### config.mk
export PLATFORM = sky130hd
export DESIGN_NAME = kat_adc3wire_scheduler
export DESIGN_NICKNAME = d
export VERILOG_FILES = /design/src/rtl/kat_adc3wire_scheduler.sv
export SDC_FILE = /design/constraint.sdc
export NUM_CORES = 1
export LEC_CHECK = 0
export ABC_AREA = 1
export CORE_MARGIN = 5
export CORE_UTILIZATION = 25
export DETAILED_ROUTE_END_ITERATION = 8
export PLACE_DENSITY = 0.45
export SKIP_CTS_REPAIR_TIMING = 1
export SLEW_MARGIN = 20
export SYNTH_ARGS = -nofsm -noshare
export SYNTH_HDL_FRONTEND = slang
export SYNTH_SLANG_ARGS = --single-unit
### constraint.sdc
create_clock -name OPB_Clk -period 1.39 [get_ports OPB_Clk]
set_input_delay 0.2085 -clock OPB_Clk [delete_from_list [all_inputs] [get_ports OPB_Clk]]
set_output_delay 0.2085 -clock OPB_Clk [all_outputs]
set_load 0.01 [all_outputs]
### src/rtl/kat_adc3wire_scheduler.sv
`default_nettype none
// ============================================================================
// Module      : kat_adc3wire_scheduler
// Description : Shared 3-wire configuration serializer for two KAT ADCs.
//               Round-robin arbitrates two request ports onto one shift
//               engine and sends {HEADER, addr, data} MSB first to the
//               selected ADC. The other ADC's lines stay idle.
// Revision    : 1.0 - initial release
// ============================================================================
module kat_adc3wire_scheduler #(
    parameter int unsigned CLK_DIV    = 4,
    parameter int unsigned GAP_CYCLES = 8,
    parameter logic [11:0] HEADER     = 12'h001
) (
    input  logic        OPB_Clk,
    input  logic        OPB_Rst,
    input  logic        req0,
    input  logic [3:0]  addr0,
    input  logic [15:0] data0,
    output logic        ack0,
    output logic        done0,
    input  logic        req1,
    input  logic [3:0]  addr1,
    input  logic [15:0] data1,
    output logic        ack1,
    output logic        done1,
    output logic        busy,
    output logic        adc0_adc3wire_clk,
    output logic        adc0_adc3wire_data,
    output logic        adc0_adc3wire_strobe,
    output logic        adc1_adc3wire_clk,
    output logic        adc1_adc3wire_data,
    output logic        adc1_adc3wire_strobe
);

    localparam logic [7:0] c_div_last = 8'(CLK_DIV - 1);
    localparam logic [7:0] c_gap_last = 8'(GAP_CYCLES - 1);

    typedef enum logic [1:0] {
        ST_IDLE  = 2'd0,
        ST_SHIFT = 2'd1,
        ST_GAP   = 2'd2
    } state_t;

    state_t      r_state, w_state;
    logic        r_last_grant, w_last_grant;
    logic        r_sel, w_sel;
    logic [30:0] r_shift, w_shift;      // bits still to be sent after the current one
    logic [4:0]  r_bit, w_bit;          // index of the bit currently on the line
    logic [7:0]  r_div, w_div;          // cycle count inside the current half period
    logic [7:0]  r_gap, w_gap;
    logic        r_sclk, w_sclk;
    logic        r_sdata, w_sdata;
    logic        r_strobe, w_strobe;
    logic        w_ack, w_done, w_start;
    logic        w_req_any, w_req_sel;
    logic [31:0] w_frame;

    // Round-robin pick: a lone requester wins, a tie goes away from last_grant
    always_comb begin
        w_req_any = req0 | req1;
        w_req_sel = (req0 && req1) ? ~r_last_grant : req1;
        w_frame   = w_req_sel ? {HEADER, addr1, data1} : {HEADER, addr0, data0};
    end

    // Next-state and next-output logic of the shared shift engine
    always_comb begin
        w_state      = r_state;
        w_last_grant = r_last_grant;
        w_sel        = r_sel;
        w_shift      = r_shift;
        w_bit        = r_bit;
        w_div        = r_div;
        w_gap        = r_gap;
        w_sclk       = r_sclk;
        w_sdata      = r_sdata;
        w_strobe     = r_strobe;
        w_ack        = 1'b0;
        w_done       = 1'b0;
        w_start      = 1'b0;

        case (r_state)
            ST_IDLE: begin
                w_start = w_req_any;
            end
            ST_SHIFT: begin
                if (r_div == c_div_last) begin
                    w_div = 8'd0;
                    if (!r_sclk) begin
                        w_sclk = 1'b1;
                    end else if (r_bit == 5'd0) begin
                        // End of the high half of bit 0: close the frame
                        w_sclk   = 1'b0;
                        w_sdata  = 1'b0;
                        w_strobe = 1'b1;
                        w_done   = 1'b1;
                        w_bit    = r_bit - 5'd1;
                        w_gap    = 8'd0;
                        w_state  = ST_GAP;
                    end else begin
                        // Falling edge: advance to the next bit
                        w_sclk  = 1'b0;
                        w_bit   = r_bit - 5'd1;
                        w_sdata = r_shift[30];
                        w_shift = {r_shift[29:0], 1'b0};
                    end
                end else begin
                    w_div = r_div + 8'd1;
                end
            end
            ST_GAP: begin
                if (r_gap == c_gap_last) begin
                    // Last gap edge doubles as an arbitration edge
                    w_state = ST_IDLE;
                    w_start = w_req_any;
                end else begin
                    w_gap = r_gap + 8'd1;
                end
            end
            default: begin
                w_state = ST_IDLE;
            end
        endcase

        if (w_start) begin
            w_state      = ST_SHIFT;
            w_sel        = w_req_sel;
            w_last_grant = w_req_sel;
            w_sdata      = w_frame[31];
            w_shift      = w_frame[30:0];
            w_strobe     = 1'b0;
            w_sclk       = 1'b0;
            w_div        = 8'd0;
            w_bit        = 5'd31;
            w_ack        = 1'b1;
        end
    end

    // State register plus per-ADC output registers; unselected ADC held idle
    always_ff @(posedge OPB_Clk) begin
        if (OPB_Rst) begin
            r_state              <= ST_IDLE;
            r_last_grant         <= 1'b1;
            r_sel                <= 1'b0;
            r_shift              <= '0;
            r_bit                <= '0;
            r_div                <= '0;
            r_gap                <= '0;
            r_sclk               <= 1'b0;
            r_sdata              <= 1'b0;
            r_strobe             <= 1'b1;
            ack0                 <= 1'b0;
            ack1                 <= 1'b0;
            done0                <= 1'b0;
            done1                <= 1'b0;
            busy                 <= 1'b0;
            adc0_adc3wire_clk    <= 1'b0;
            adc0_adc3wire_data   <= 1'b0;
            adc0_adc3wire_strobe <= 1'b1;
            adc1_adc3wire_clk    <= 1'b0;
            adc1_adc3wire_data   <= 1'b0;
            adc1_adc3wire_strobe <= 1'b1;
        end else begin
            r_state              <= w_state;
            r_last_grant         <= w_last_grant;
            r_sel                <= w_sel;
            r_shift              <= w_shift;
            r_bit                <= w_bit;
            r_div                <= w_div;
            r_gap                <= w_gap;
            r_sclk               <= w_sclk;
            r_sdata              <= w_sdata;
            r_strobe             <= w_strobe;
            ack0                 <= w_ack & ~w_sel;
            ack1                 <= w_ack & w_sel;
            done0                <= w_done & ~w_sel;
            done1                <= w_done & w_sel;
            busy                 <= (w_state != ST_IDLE);
            adc0_adc3wire_clk    <= w_sel ? 1'b0 : w_sclk;
            adc0_adc3wire_data   <= w_sel ? 1'b0 : w_sdata;
            adc0_adc3wire_strobe <= w_sel ? 1'b1 : w_strobe;
            adc1_adc3wire_clk    <= w_sel ? w_sclk   : 1'b0;
            adc1_adc3wire_data   <= w_sel ? w_sdata  : 1'b0;
            adc1_adc3wire_strobe <= w_sel ? w_strobe : 1'b1;
        end
    end

endmodule
`default_nettype wire
==> results of run 1 <==
## area by class of cell
cell class	instances	area [um2]	area share, %
multi-input combinational	364	2360	40.3
tap	180	225	3.84
inverter	39	166	2.84
timing repair buffer	137	1420	24.1
sequential	70	1410	24.0
clock buffer	15	288	4.91
## cells by family after synthesis
kind of cell	after synthesis	synth area share [%]
compound gates	34	5.42
xor+xnor	8	2.01
fa+ha+maj	4	1.44
buf+inv	71	8.68
flops	70	40.2
simple gates	318	42.3
## path summary, 6_finish.rpt
check	cells after the start	slack, ns	end	startpoint
worst max-delay path	11	-0.22	r_shift[20]$_SDFFE_PP0P_	r_bit[1]$_SDFFE_PP0P_
worst min-delay path	2	0.47	r_shift[30]$_SDFFE_PP0P_	r_shift[30]$_SDFFE_PP0P_
worst max register to register	11	-0.22	r_shift[20]$_SDFFE_PP0P_	r_bit[1]$_SDFFE_PP0P_
worst min register to register	2	0.47	r_shift[30]$_SDFFE_PP0P_	r_shift[30]$_SDFFE_PP0P_
## per-stage QoR
| step | instance area (um2) | hold WS, ns | TNS [ns] |
|---|---|---|---|
| 4_1_cts | 5120 | 0.459 | -12.83 |
| 3_3_place_gp | 4830 | 0.445 | -14.21 |
| 2_1_floorplan | 3640 | 0.421 | -0.0477 |
| 6_report | 5870 | 0.467 | -9.57 |
| 5_1_grt | 5870 | 0.489 | -17.10 |
| 3_5_place_dp | 4830 | 0.451 | -15.63 |
## layer usage
metal	vias up	routed length, um	global-route usage [%]
li1	1910	-	-
met1	1703	4940	17.2
met2	63	5040	19.7
met3	10	413	3.62
met4	0	116	4.06
met5	-	0	0
## flip-flops by register name, summed over array words and instances (netlist names), 2 cells and up
register and flops:
r_shift 31, r_div 8, r_gap 8, r_bit 5, r_state 2
## power by group through the flow
stage	sequential (mW)	clock [mW]	combinational (mW)
floorplan	2.20	0	0.505
global placement	2.20	0	0.923
detailed placement	2.20	0	0.936
CTS	2.16	2.29	0.939
global route	2.17	2.35	1.27
finish	2.17	2.21	1.15
## worst max-delay path, delay by kind of cell (launching register included)
family / cells / cell delay (ns)
fa+ha+maj: 1 / 0.14
compound gates: 2 / 0.20
flops: 1 / 0.32
simple gates: 4 / 0.43
buf+inv: 4 / 0.42
## placed cells by master (no fill, tap or decap), drive strengths merged
| cell | netlist | final |
|---|---|---|
| dfxtp | 70 | 70 |
| a21oi | 29 | 29 |
| nand2 | 124 | 124 |
| xor2 | 2 | 2 |
| o211ai | 1 | 1 |
| nand4 | 24 | 24 |
| nand3b | 1 | 1 |
| clkbuf | 14 | 19 |
| nor3 | 4 | 4 |
| buf | 18 | 79 |
| dlymetal6s2s | 0 | 11 |
| and3b | 1 | 1 |
| clkdlybuf4s50 | 0 | 43 |
| nand3 | 123 | 123 |
| xnor2 | 6 | 6 |
| or2 | 4 | 4 |
| o21ai | 4 | 4 |
| ha | 4 | 4 |
| nor2 | 37 | 37 |
| clkinv | 0 | 1 |
| inv | 39 | 38 |
==> impl.org, run 1 <==
** Timing
- At the pin with the least slew margin, the transition time is 0.407 ns.
- Setup slack on the critical path of the routed design comes to -0.223 ns.
- The number of endpoints with negative hold slack in the final report is 0.
- The worst path in the final design needs a cycle of 1.61 ns, including I/O delays and setup.
- Setup repair after global routing could not meet its margin everywhere.
- Setup violations remaining at the end of the flow were counted as 68.
- Fmax :: 620 MHz
- Max-Slew Margin vs Limit :: 72.9%
- On the final layout, the worst clock skew is 0.00569 ns.
- Period utilization :: 116%
- The final count of pins violating max slew is 0.

** Clock tree
- Root buffer cell :: sky130_fd_sc_hd__clkbuf_16
- Clock-pin slew was measured on the worst setup and hold paths at 0.05 ns.
- TritonCTS clock tree :: done
- The clock reaches the later pin of the worst-skew pair after 0.33 ns.
- CTS built an H-tree with a depth of 3.
- Clock buffer depth :: 2
- Number of CTS-inserted buffers :: 9
- Sink count of the clock tree :: 70

** Drt
- The final layout contains routed wiring with a total length of 10.5 mm.
- Routed vias :: 3,686
- Per-cell via count in the routed design :: 4.58
- Starting DRT DRC Count :: 172
- The first TritonRoute pass finished after 5 iterations.
- ANT nets after route :: 0
- Average detailed-routed wire length per instance :: 13.1 um
- In the routed design, unresolved DRC markers number 0.

** Pwr
- After layout, the design draws a total of 5.53 mW.
- Worst ir drop on vdd :: 0.000555 V
- The clock network is responsible for 40.0% of the overall power.
- Sequential Power Share :: 39.2%
- Leakage :: 2.73 nW
- Sw Pwr :: 1.45 mW
- Internal power comes to 4.08 mW.
- Combinational cells account for 20.8% of the total power.
- Switching power as a share of total power :: 26.3%
- Power density relative to cell area :: 942 nW/um2

** Finish
- The net count of the finished layout is 669.
- 0 antenna diodes ended up in the layout.
- Fraction of the core area covered by cells at the end of the flow :: 42.6%
- Excluding fillers, the count of instances in the completed layout stands at 805.
- After filler insertion, the fill cell instance count of the layout stands at 1,426.
- Share of post-route cells with drive strength above 1 :: 35.0%
- Area overhead of the layout relative to synthesis :: 68.2%

** Critical path
- Data arrival time at the worst-slack endpoint :: 1.84 ns
- STA classifies the critical path startpoint as a flip-flop.
- Among all stages on the critical path, the largest delay is contributed by sky130_fd_sc_hd__dfxtp_2.
- Largest stage delay on the critical path :: 0.32 ns
- Worst-path maximum fanout :: 13
- The signal on the critical path passes through inv_2, ha_4, inv_4, nor2_4, buf_12, a21oi_4, nand3_4, clkbuf_16, nand2_1, o21ai_0, nor2_1.
- Required arrival time at the worst endpoint :: 1.61 ns
- STA classifies the critical path endpoint as a flip-flop.
- Startpoint-to-endpoint class of the critical path :: reg2reg

** GRT
- The number of antenna violations at the first check in global routing was 0.
- Summed over all layers, the global routing overflow is 0.
- The first global-routing pass estimated 17.0 mm of wire.
- The via count of the first global-routing pass came to 3,567.
- In the global route stage, overall resource usage came out at 12.7%.
- Pin count of the biggest net entering global routing :: 27

** Worst hold path
- Path category of the worst min-delay check :: reg2reg

** Synthesis
- In this run, synthesis inferred 0 flip-flops with an integrated enable.
- In the synthesized netlist, the cells that appear most often are 121 x sky130_fd_sc_hd__nand2_1, 120 x sky130_fd_sc_hd__nand3_1, 70 x sky130_fd_sc_hd__dfxtp_1.
- Fraction of post-synthesis cell area in the top cell type by area :: 40.2%
- Counting distinct cell types in the post-synthesis netlist gives 30.
- Post-synthesis net count :: 553
- Flip-flop and latch count after synthesis :: 70
- During synthesis, Yosys emitted a total of 0 warnings.
- In the post-synthesis netlist, the biggest area contributors are sky130_fd_sc_hd__dfxtp_1 40%, sky130_fd_sc_hd__nand3_1 17%, sky130_fd_sc_hd__nand2_1 13%, sky130_fd_sc_hd__nand4_1 4.3%, sky130_fd_sc_hd__a21oi_1 3.9%.
- Ys async rst share :: 0%
- A synthesized cell averages 6.91 um2.
- In the synthesized netlist, the number of instances is 505.
- Cell area after technology mapping :: 3490 um2
- Share of synthesized area occupied by flip-flops and latches :: 40.2%
- In the post-synthesis netlist, the cell with the most instances is sky130_fd_sc_hd__nand2_1.
- Of all cell types, the one taking the most synthesized area is sky130_fd_sc_hd__dfxtp_1.
- Among all flip-flop cells after synthesis, the most frequent one is sky130_fd_sc_hd__dfxtp_1.

** Place
- Routability Congestion :: 0.779
- In this run, placement finished with an instance count of 778.
- Before CTS, the worst setup slack after placement is -0.362 ns.
- Detail Placement HPWL :: 7.20 mm
- Port-buffer cells :: 54

** Outcome
- Result of the run :: complete, but fails checks
- The checks that failed: setup timing.

** Die
- Die Span Y :: 128 um
- FP Rows :: 43
- Area of the die :: 16,400 um2
- Starting density of the core :: 25.3%
- Die outline width :: 128 um
- After floorplanning, the core was sized to cover 13,800 um2.
- Ports :: 55

** Flow run
- Across the run, the number of max-cap violations was 0.
No activity file was read; power rests on OpenSTA's default activity.
==> inputs of run 2 (changes only) <==
PLACE_DENSITY = 0.43   (was 0.45)
clock period = 1.6 ns   (was 1.39 ns; I/O delays follow)
==> run 2 against run 1 <==
  * The run still ends with setup timing left
  * Final cell count is 1.7% lower
  * Flip-flop and latch count stayed put
  * Die area stayed put
  * Design area is 6.0% lower
  * Hold slack worse by 0.0043 ns
  * Sequential share of layout area is 1.5 points higher
  * Global-route usage is 0.25 points lower
  * Utilization is 2.5 points lower
  * Via count is 2.7% lower
  * Count of clock-buffer cells in the layout is 5 lower
  * Critical path type unchanged
==> impl.org, run 2 (synthesized netlist as in run 1, its figures left out) <==
** Clock tree
- Clock buffer depth :: 2 (unchanged)
- The clock tree from TritonCTS is done (unchanged).
- Clk Latency, worst-skew pair :: 0.33 ns (about the same)
- Number of CTS-inserted buffers :: 9 (unchanged)
- The maximum level of the CTS H-tree was 3 (unchanged).
- The library cell used as clock root buffer is sky130_fd_sc_hd__clkbuf_16 (unchanged).
- Sink count of the clock tree :: 70 (unchanged)
- The clock-pin transition on the worst setup and hold timing paths was 0.05 ns (about the same).

** Timing
- Max-Slew Margin vs Limit :: 75.8% (was 72.9%)
- The part of the cycle the worst path needs was 101% (was 116%).
- The final period demand of the worst path came to 1.61 ns (about the same).
- The setup violation total in the final timing report was 7 (was 68).
- Worst hold margin :: 0.463 ns (was 0.467 ns)
- Setup repair after global routing missed its margin :: yes (unchanged)
- Worst-case clock skew :: 0.00434 ns (was 0.00569 ns)
- The minimum setup slack in the final design came to -0.0111 ns (was -0.223 ns).
- The final count of pins violating max slew is 0 (unchanged).
- The fmax was 621 MHz (was 620 MHz).
- The transition time at the pin with the least slew margin came to 0.363 ns (was 0.407 ns).
- The number of endpoints with negative hold slack in the final report is 0 (unchanged).

** Finish
- Final-layout fill cell count :: 1,448 (was 1,426)
- The multi-input gate area in the final layout is 2240 um2 (was 2360 um2).
- Most frequent cells in the layout :: 109 x sky130_fd_sc_hd__nand2_1, 75 x sky130_fd_sc_hd__nand3_1, 65 x sky130_fd_sc_hd__dfxtp_1 (was 103 x sky130_fd_sc_hd__nand2_1, 76 x sky130_fd_sc_hd__nand3_1, 64 x sky130_fd_sc_hd__dfxtp_1)
- Flip-flop count of the largest register, all copies and words added :: 31 (unchanged)
- Number of antenna diodes :: 0 (unchanged)
- The most frequent standard cell in the layout excluding fill and tap cells is sky130_fd_sc_hd__nand2_1 (unchanged).
- Footprint of the flip-flops and latches :: 1410 um2 (about the same)
- Most flop-heavy register :: r_shift (unchanged)
- Area overhead of the layout relative to synthesis :: 58.2% (was 68.2%)
- Fraction of the core area covered by cells at the end of the flow :: 40.0% (was 42.6%)
- Share of post-route cells with drive strength above 1 :: 30.1% (was 35.0%)
- # nets final :: 654 (was 669)
- Largest registers: r_shift (31), r_div (8), r_gap (8) (unchanged).

** Pwr
- The leakage power summed over all cells is 2.42 nW (was 2.73 nW).
- Power density relative to cell area :: 889 nW/um2 (was 942 nW/um2)
- The cell-internal power is 3.65 mW (was 4.08 mW).
- The power dissipated by switching net loads is 1.25 mW (was 1.45 mW).
- The proportion of power drawn by the clock network was 43.8% (was 40.0%).
- The switching portion of total power is 25.5% (was 26.3%).
- The peak supply drop came to 0.000513 V (was 0.000555 V).
- Sequential Power Share :: 38.4% (was 39.2%)
- Total power :: 4.91 mW (was 5.53 mW)
- Share of total power in combinational logic :: 17.8% (was 20.8%)

** Die
- Area of the die :: 16,400 um2 (unchanged)
- Floorplan core area :: 13,800 um2 (unchanged)
- The horizontal extent of the die was 128 um (unchanged).
- Starting density of the core :: 25.3% (unchanged)
- Ports :: 55 (unchanged)
- The vertical die dimension came to 128 um (unchanged).
- FP Rows :: 43 (unchanged)

** Critical path
- Required arrival time at the worst endpoint :: 1.83 ns (was 1.61 ns)
- Worst-path maximum fanout :: 8 (was 13)
- Data arrival time at the worst-slack endpoint :: 1.84 ns (about the same)
- Startpoint-to-endpoint class of the critical path :: reg2reg (unchanged)
- The endpoint type of the worst setup path is a flip-flop (unchanged).
- The nature of the critical path startpoint is a flip-flop (unchanged).

** GRT
- The via count of the first global-routing pass came to 3,613 (was 3,567).
- The number of antenna violations at the first check in global routing came to 0 (unchanged).
- Pin count of the biggest net entering global routing :: 33 (was 27)
- Global-route usage over all layers :: 12.5% (was 12.7%)
- GR Overflow Total :: 0 (unchanged)
- Global-route wire length before repair :: 16.9 mm (was 17.0 mm)

** Place
- The placer congestion estimate is 0.760 (was 0.779).
- Post-Place Worst Slack :: -0.128 ns (was -0.362 ns)
- Detail Placement HPWL :: 6.99 mm (was 7.20 mm)
- Port-buffer cells :: 54 (unchanged)

** Flow run
- Count of maximum capacitance violations :: 0 (unchanged)

** Outcome
- Violations in the final reports :: setup timing (unchanged)
- Result of the run: complete, but fails checks (unchanged).

** Drt
- Remaining routing DRC violations :: 0 (unchanged)
- First-pass iteration count of the detailed router :: 4 (was 5)
- Starting DRT DRC Count :: 217 (was 172)
- The remaining antenna violation count after routing was 0 (unchanged).
- The average routed wire per standard cell came to 13.0 um (was 13.1 um).
- Routed Wire Length :: 10.3 mm (was 10.5 mm)
- The via total after detailed routing came to 3,585 (was 3,686).
- The average via count per standard cell came to 4.53 (was 4.58).

** Worst hold path
- The worst min-delay path category was reg2reg (unchanged).
run 2: changes by cell type in the layout (fill, tap and decap cells not counted), sizes merged, moves of 6 or more:
| cell | before | now |
|---|---|---|
| buf | 79 | 64 |
| clkbuf | 19 | 13 |
| clkdlybuf4s50 | 43 | 54 |
| dlymetal6s2s | 11 | 0 |
run 2: final timing paths:
path,start,end,slack [ns],cells past startpoint
hold / removal,r_shift[26]$_SDFFE_PP0P_,r_shift[27]$_SDFFE_PP0P_,0.46,2
setup / recovery,r_bit[0]$_SDFFE_PP0P_,r_shift[6]$_SDFFE_PP0P_,-0.01,12
setup reg to reg,r_bit[0]$_SDFFE_PP0P_,r_shift[6]$_SDFFE_PP0P_,-0.01,12
hold reg to reg,r_shift[26]$_SDFFE_PP0P_,r_shift[27]$_SDFFE_PP0P_,0.46,2
run 2: final cells by class:
class	count	area share, %
Inverter	39	2.93
Timing Repair Buffer	121	20.9
Clock inverter	6	1.54
Tap cell	180	4.08
Clock buffer	10	4.33
Sequential cell	70	25.5
Multi-Input combinational cell	365	40.7
run 2: through the flow:
| stage | setup TNS (ns) | cell area [um2] | std cells |
|---|---|---|---|
| 2_1_floorplan | 0 | 3490 | 505 |
| 3_3_place_gp | -3.40 | 4540 | 763 |
| 3_5_place_dp | -4.05 | 4540 | 763 |
| 4_1_cts | -3.35 | 4870 | 779 |
| 5_1_grt | -2.75 | 5520 | 791 |
| 6_report | -0.0491 | 5520 | 791 |
run 2: worst max-delay path: stages (launching register included):
cell	delay, ns
sky130_fd_sc_hd__dfxtp_2	0.33
sky130_fd_sc_hd__inv_2	0.05
sky130_fd_sc_hd__ha_4	0.15
sky130_fd_sc_hd__inv_4	0.05
sky130_fd_sc_hd__nor2_4	0.04
sky130_fd_sc_hd__buf_6	0.12
sky130_fd_sc_hd__a21oi_4	0.18
sky130_fd_sc_hd__nand3_4	0.16
sky130_fd_sc_hd__clkbuf_16	0.22
sky130_fd_sc_hd__nand3_4	0.08
sky130_fd_sc_hd__nand3_2	0.05
sky130_fd_sc_hd__nand2_1	0.06
sky130_fd_sc_hd__inv_1	0.04
run 2: routing by layer:
metal,wire (um),part of all wire [%],GRT usage [%]
met5,0,0,0
met4,125,1.2,3.87
met3,453,4.4,3.17
met2,4750,46,20.8
met1,4930,48,15.9
run 2: power by group through the flow:
stage | combinational (mW) | sequential [mW] | clock (mW)
global route | 0.978 | 1.89 | 2.28
CTS | 0.721 | 1.87 | 2.22
global placement | 0.713 | 1.90 | 0
finish | 0.874 | 1.88 | 2.15
floorplan | 0.403 | 1.90 | 0
detailed placement | 0.717 | 1.90 | 0
